--- src/rtl/mem_wb_stage.sv ---
// X/M and M/W pipeline registers with a req/ack data-memory port.
// Stalls upstream while an access waits; aborts after TIMEOUT stall cycles.
module mem_wb_stage #(
  parameter int TIMEOUT = 15,
  parameter int CNT_W   = 4
) (
  input  logic        clk,
  input  logic        rst,
  input  logic [15:0] alu_out_x,
  input  logic [15:0] store_data_x,
  input  logic [3:0]  rd_x,
  input  logic        reg_write_x,
  input  logic        mem_read_x,
  input  logic        mem_write_x,
  input  logic        b_m2m,
  input  logic        mem_ack,
  input  logic [15:0] mem_rdata,
  output logic        mem_req,
  output logic        mem_we,
  output logic [15:0] mem_addr,
  output logic [15:0] mem_wdata,
  output logic        mem_stall,
  output logic [15:0] alu_out_xm,
  output logic [3:0]  rd_xm,
  output logic        reg_write_xm,
  output logic        mem_write_xm,
  output logic [15:0] writeback_data,
  output logic [3:0]  rd_mw,
  output logic        reg_write_mw,
  output logic        mem_error
);

  localparam logic [1:0] S_IDLE  = 2'd0;
  localparam logic [1:0] S_BUSY  = 2'd1;
  localparam logic [1:0] S_ABORT = 2'd2;

  logic [1:0]       r_state;
  logic [CNT_W-1:0] r_cnt;
  logic             r_err;

  logic [15:0] r_alu_xm;
  logic [15:0] r_sd_xm;
  logic [3:0]  r_rd_xm;
  logic        r_rw_xm;
  logic        r_mr_xm;
  logic        r_mw_xm;

  logic [15:0] r_alu_mw;
  logic [15:0] r_ld_mw;
  logic [3:0]  r_rd_mw;
  logic        r_rw_mw;
  logic        r_m2r_mw;

  logic             w_mem_op;
  logic             w_idle;
  logic             w_busy;
  logic             w_abort;
  logic             w_stall;
  logic [CNT_W-1:0] w_cnt_inc;
  logic             w_last;
  logic [15:0]      w_wb;

  assign w_mem_op  = r_mr_xm | r_mw_xm;
  assign w_idle    = (r_state == S_IDLE);
  assign w_busy    = (r_state == S_BUSY);
  assign w_abort   = (r_state == S_ABORT);
  // r_cnt holds stall cycles already spent; w_last marks the final one
  assign w_cnt_inc = r_cnt + CNT_W'(1);
  assign w_last    = (w_cnt_inc == CNT_W'(TIMEOUT));
  assign w_stall   = (w_idle & w_mem_op & ~mem_ack) | (w_busy & ~mem_ack);
  assign w_wb      = r_m2r_mw ? r_ld_mw : r_alu_mw;

  assign mem_stall      = w_stall;
  assign mem_req        = (w_idle & w_mem_op) | w_busy;
  assign mem_we         = r_mw_xm;
  assign mem_addr       = r_alu_xm;
  assign mem_wdata      = b_m2m ? w_wb : r_sd_xm;
  assign alu_out_xm     = r_alu_xm;
  assign rd_xm          = r_rd_xm;
  assign reg_write_xm   = r_rw_xm;
  assign mem_write_xm   = r_mw_xm;
  assign writeback_data = w_wb;
  assign rd_mw          = r_rd_mw;
  assign reg_write_mw   = r_rw_mw;
  assign mem_error      = r_err;

  // Access FSM: wait counting, timeout abort, sticky error flag
  always_ff @(posedge clk) begin
    if (rst) begin
      r_state <= S_IDLE;
      r_cnt   <= '0;
      r_err   <= 1'b0;
    end else begin
      unique case (r_state)
        S_IDLE: begin
          if (w_mem_op & ~mem_ack) begin
            r_cnt   <= w_cnt_inc;
            r_state <= w_last ? S_ABORT : S_BUSY;
          end
        end
        S_BUSY: begin
          if (mem_ack) begin
            r_cnt   <= '0;
            r_state <= S_IDLE;
          end else begin
            r_cnt   <= w_cnt_inc;
            if (w_last)
              r_state <= S_ABORT;
          end
        end
        S_ABORT: begin
          r_err   <= 1'b1;
          r_cnt   <= '0;
          r_state <= S_IDLE;
        end
        default: begin
          r_cnt   <= '0;
          r_state <= S_IDLE;
        end
      endcase
    end
  end

  // X/M register: advances whenever the memory stage is not stalling
  always_ff @(posedge clk) begin
    if (rst) begin
      r_alu_xm <= '0;
      r_sd_xm  <= '0;
      r_rd_xm  <= '0;
      r_rw_xm  <= 1'b0;
      r_mr_xm  <= 1'b0;
      r_mw_xm  <= 1'b0;
    end else if (!w_stall) begin
      r_alu_xm <= alu_out_x;
      r_sd_xm  <= store_data_x;
      r_rd_xm  <= rd_x;
      r_rw_xm  <= reg_write_x;
      r_mr_xm  <= mem_read_x;
      r_mw_xm  <= mem_write_x;
    end
  end

  // M/W register: aborted accesses enter as a bubble; read+write acts as store
  always_ff @(posedge clk) begin
    if (rst) begin
      r_alu_mw <= '0;
      r_ld_mw  <= '0;
      r_rd_mw  <= '0;
      r_rw_mw  <= 1'b0;
      r_m2r_mw <= 1'b0;
    end else if (!w_stall) begin
      r_alu_mw <= r_alu_xm;
      r_ld_mw  <= mem_rdata;
      r_rd_mw  <= r_rd_xm;
      r_rw_mw  <= r_rw_xm & ~w_abort;
      r_m2r_mw <= r_mr_xm & ~r_mw_xm & ~w_abort;
    end
  end

endmodule

--- config.mk ---
export PLATFORM = sky130hd
export DESIGN_NAME = mem_wb_stage
export DESIGN_NICKNAME = d
export VERILOG_FILES = /design/src/rtl/mem_wb_stage.sv
export SDC_FILE = /design/constraint.sdc
export NUM_CORES = 1
export LEC_CHECK = 0
export ABC_AREA = 1
export BUFFER_PORTS_ARGS = -buffer_cell sky130_fd_sc_hd__buf_2
export CORE_ASPECT_RATIO = 0.75
export CORE_MARGIN = 4
export CORE_UTILIZATION = 39
export CTS_BUF_LIST = sky130_fd_sc_hd__clkbuf_2 sky130_fd_sc_hd__clkbuf_4 sky130_fd_sc_hd__clkbuf_8
export DETAILED_ROUTE_END_ITERATION = 6
export GPL_ROUTABILITY_DRIVEN = 0
export SLEW_MARGIN = 20
export SYNTH_ARGS = -nofsm -noshare
export SYNTH_HDL_FRONTEND = slang
export SYNTH_SLANG_ARGS = --single-unit
--- constraint.sdc ---
create_clock -name clk -period 1.6 [get_ports clk]
set_clock_uncertainty 0.05 [all_clocks]
set_input_delay 0.16 -clock clk [delete_from_list [all_inputs] [get_ports clk]]
set_output_delay 0.16 -clock clk [all_outputs]
set_load 0.005 [all_outputs]
==> results_dict.tcl <==
set metrics [dict create \
    antenna_found_initial 0 \
    worstSkewPairLatency_ps 370 \
    cts.sinks 84 \
    ir_drop_mv 0.567 \
    crit_type "reg -> out" \
    p_sw_uw 1860 \
    wl_per_cell_um 14.5 \
    fp.dieH_um 98.5 \
    place_ws_ps 186 \
    synthMuxAreaShare_pct 0 \
    ys_seq_area_share_pct 39.5 \
    min_period_ps 1640 \
    hp-start "mem_ack" \
    fin_crit_sh_pct 102 \
    finalWorstSetupSlack_ps -39.4 \
    vias_per_cell 4.87 \
    final_nets 873 \
    r2r_start "mem_we$_SDFFE_PP0N_" \
    synthSimpleGateAreaFrac_pct 38.6 \
    cts_tree "done" \
    synth.avg_cell_area_um2 6.59 \
    fp.coreArea_um2 10500 \
    h-tree-depth 3 \
    grt_pass1_wl_um 21100 \
    routed_wl_um 13800 \
    io_pins 138 \
    arrival_ps 1430 \
    max_stage_delay_ps 390 \
    dp_hpwl_um 8270 \
    synth_cells 646 \
    synth_nets 707 \
    synth_xor_area_share_pct 0.206 \
    slew_violations 0 \
    seqPwrFrac_pct 41.9 \
    grt.total_usage_pct 20.7 \
    status "finished, violations left" \
    yosysUniqueCellTypes 21 \
    yosys_warnings 0 \
    cpMaxStageDelayCell "dfxtp_4" \
    final_hold_viol_count 0 \
    crit_chain "clkbuf_16, o21ai_4, nand2_1, o21ai_1, buf_2" \
    portBuffers 137 \
    final_core_util_pct 57.3 \
    cp-end-kind "output port" \
    p_per_area_nw_per_um2 980 \
    rsz0062_at_grt "yes" \
    grtUsageMet2_pct 32.7 \
    grtUsageMet1_pct 28.7 \
    root_buffer "clkbuf_8" \
    violations "negative setup slack" \
    remaining_drc_errors 0 \
    hp-class "in -> reg" \
    synth_top_family_by_area "simple AND/OR/NAND/NOR gates" \
    clk_pin_slew_ps 80 \
    dr_total_vias 4638 \
    ant_nets 0 \
    ys_ff_latch 84 \
    cts_made_buffers 9 \
    share_comb_of_total_power_pct 30.1 \
    crit_fanout 7 \
    relSlewSlack_pct 62.7 \
    syn_area_um2 4250 \
    grt_use_met3_pct 5.47 \
    gr-max-usage-layer "met2" \
    clockPowerShare_pct 27.9 \
    synth-compound-area-share_pct 4.24 \
    worstSetupStartpoint "r_m2r_mw$_SDFFE_PP0N_" \
    power_leakage_uw 0.00298 \
    grt_max_degree 83 \
    initial_core_util_pct 40.7 \
    synthAdderAreaFrac_pct 0.588 \
    worst-path-buf-inv 2 \
    layout-drive-gt1-share_pct 26.7 \
    clock.fmax_mhz 610 \
    intPower_uw 4010 \
    grt.overflow.total 0 \
    syn2layout_area_growth_pct 40.8 \
    clockBufferDepth 2 \
    n_antenna_cell 0 \
    worst_slew_pin_slew_ps 560 \
    p_sw_share_pct 31.7 \
    finalSetupViolations 8 \
    path_delay_family "flip-flops" \
    maxCapViolCount 0 \
    required_ps 1390 \
    drtIter0Drc 353 \
    grt_pass1_vias 4162 \
    rows 32 \
    die_x_um 129 \
    dieArea_um2 12700 \
    start_kind "flop" \
    firstDrtPassIters 5 \
]
## registers in the layout (all words and copies together), names as in the netlist, 2 cells and up
| name | count |
|---|---|
| rd_xm | 4 |
| r_sd_xm | 16 |
| r_alu_mw | 16 |
| rd_mw | 4 |
| r_cnt | 4 |
| r_state | 2 |
| r_ld_mw | 16 |
| alu_out_xm | 16 |
## per-layer routing
metal,vias up,part of all wire [%]
met4,0,0.69
met2,197,45
met3,7,9.2
met1,2084,45
li1,2350,-
met5,-,0
## Yosys cell counts (all sizes together)
cell	n	share of area, %
a21oi	2	0.24
buf	55	8.8
clkbuf	8	0.71
dfxtp	84	40
ha	2	0.59
inv	83	7.3
nand2	126	11
nand3	8	1.2
nand4	78	11
nor2	164	15
nor3	1	0.12
o21ai	34	4.0
xor2	1	0.21
## timing repair
item	4_1_cts	5_1_grt
endpoints found under the hold margin	56	0
hold buffers	56	0
endpoints found under the setup margin	22	18
buffers inserted	1	6
gates resized for setup	21	42
pin swaps	1	8
cloned	2	3
## final cells by class
cell class,count,area [um2]
fillers,995,4460
multi-input cells,416,2000
flip-flops and latches,84,1690
repair buffers,218,1600
inverters,83,312
clock buffers,15,181
well taps,136,170
clock inverters,1,30.0
## power by group through the flow
stage / sequential, uW / clock [uW] / combinational [uW]
4_1_cts: 2450 / 1690 / 1630
3_3_place_gp: 2490 / 0 / 1410
3_5_place_dp: 2500 / 0 / 1420
2_1_floorplan: 2470 / 0 / 963
6_report: 2460 / 1640 / 1770
5_1_grt: 2490 / 1760 / 1970
## cell families (layout without fill, tap and decap cells)
| kind of cell | Yosys count | count (layout) |
|---|---|---|
| compound gates | 36 | 36 |
| xor+xnor | 1 | 1 |
| fa+ha+maj | 2 | 2 |
| buf+inv | 146 | 317 |
| flops | 84 | 84 |
| simple gates | 377 | 377 |
## worst register-to-register path, cell delays in order (launching register included)
cell	delay (ps)
dfxtp_4	370
inv_2	50
nand2_1	50
nand3_2	110
nand2_4	70
buf_4	150
bufbuf_16	300
nor2_1	110
nor2_1	50
## placed cells by master (no fill, tap or decap)
cell           synthesis  final
nand3_2                2      2
o21ai_1                2      6
inv_1                 78     78
dlygate4sd3_1          0     56
bufbuf_16              0      2
nand4_1               78     78
clkbuf_8               0     11
dfxtp_1               84     79
buf_2                 13    137
bufinv_16              0      1
o21ai_2                0     12
nand2_2                0      6
nor2_4                 0      1
dfxtp_4                0      2
inv_2                  5      5
nor3_1                 1      1
buf_4                 20     13
nor2_2                 2      1
nand2_1              125    119
xor2_1                 1      1
clkbuf_4               0      4
clkbuf_16              0      2
ha_1                   2      2
nand2_4                1      1
o21ai_0               32      9
nor2_1               162    162
dfxtp_2                0      3
o21ai_4                0      7
nand3_1                6      6
buf_12                 0      6
buf_6                 10      2
a21oi_1                2      2
## final timing paths
kind	slack, ps	end	cells after the start
max	-40	mem_wdata[13]	5
max reg2reg	180	alu_out_xm[4]$_SDFFE_PP0N_	8
min	200	reg_write_mw$_SDFFE_PP0N_	5
min reg2reg	410	mem_error$_SDFFE_PP0P_	2
## metrics by stage
step	power [uW]	std cells	instance area [um2]	TNS (ps)	hold WS (ps)
4_1_cts	5760	944	5750	-399	184
6_report	5870	953	5990	-98.2	197
3_3_place_gp	3900	869	4880	0	331
2_1_floorplan	3430	646	4250	0	182
3_5_place_dp	3920	869	4880	0	338
5_1_grt	6210	953	5990	-1050	232
(Power assumes the default switching activity.)
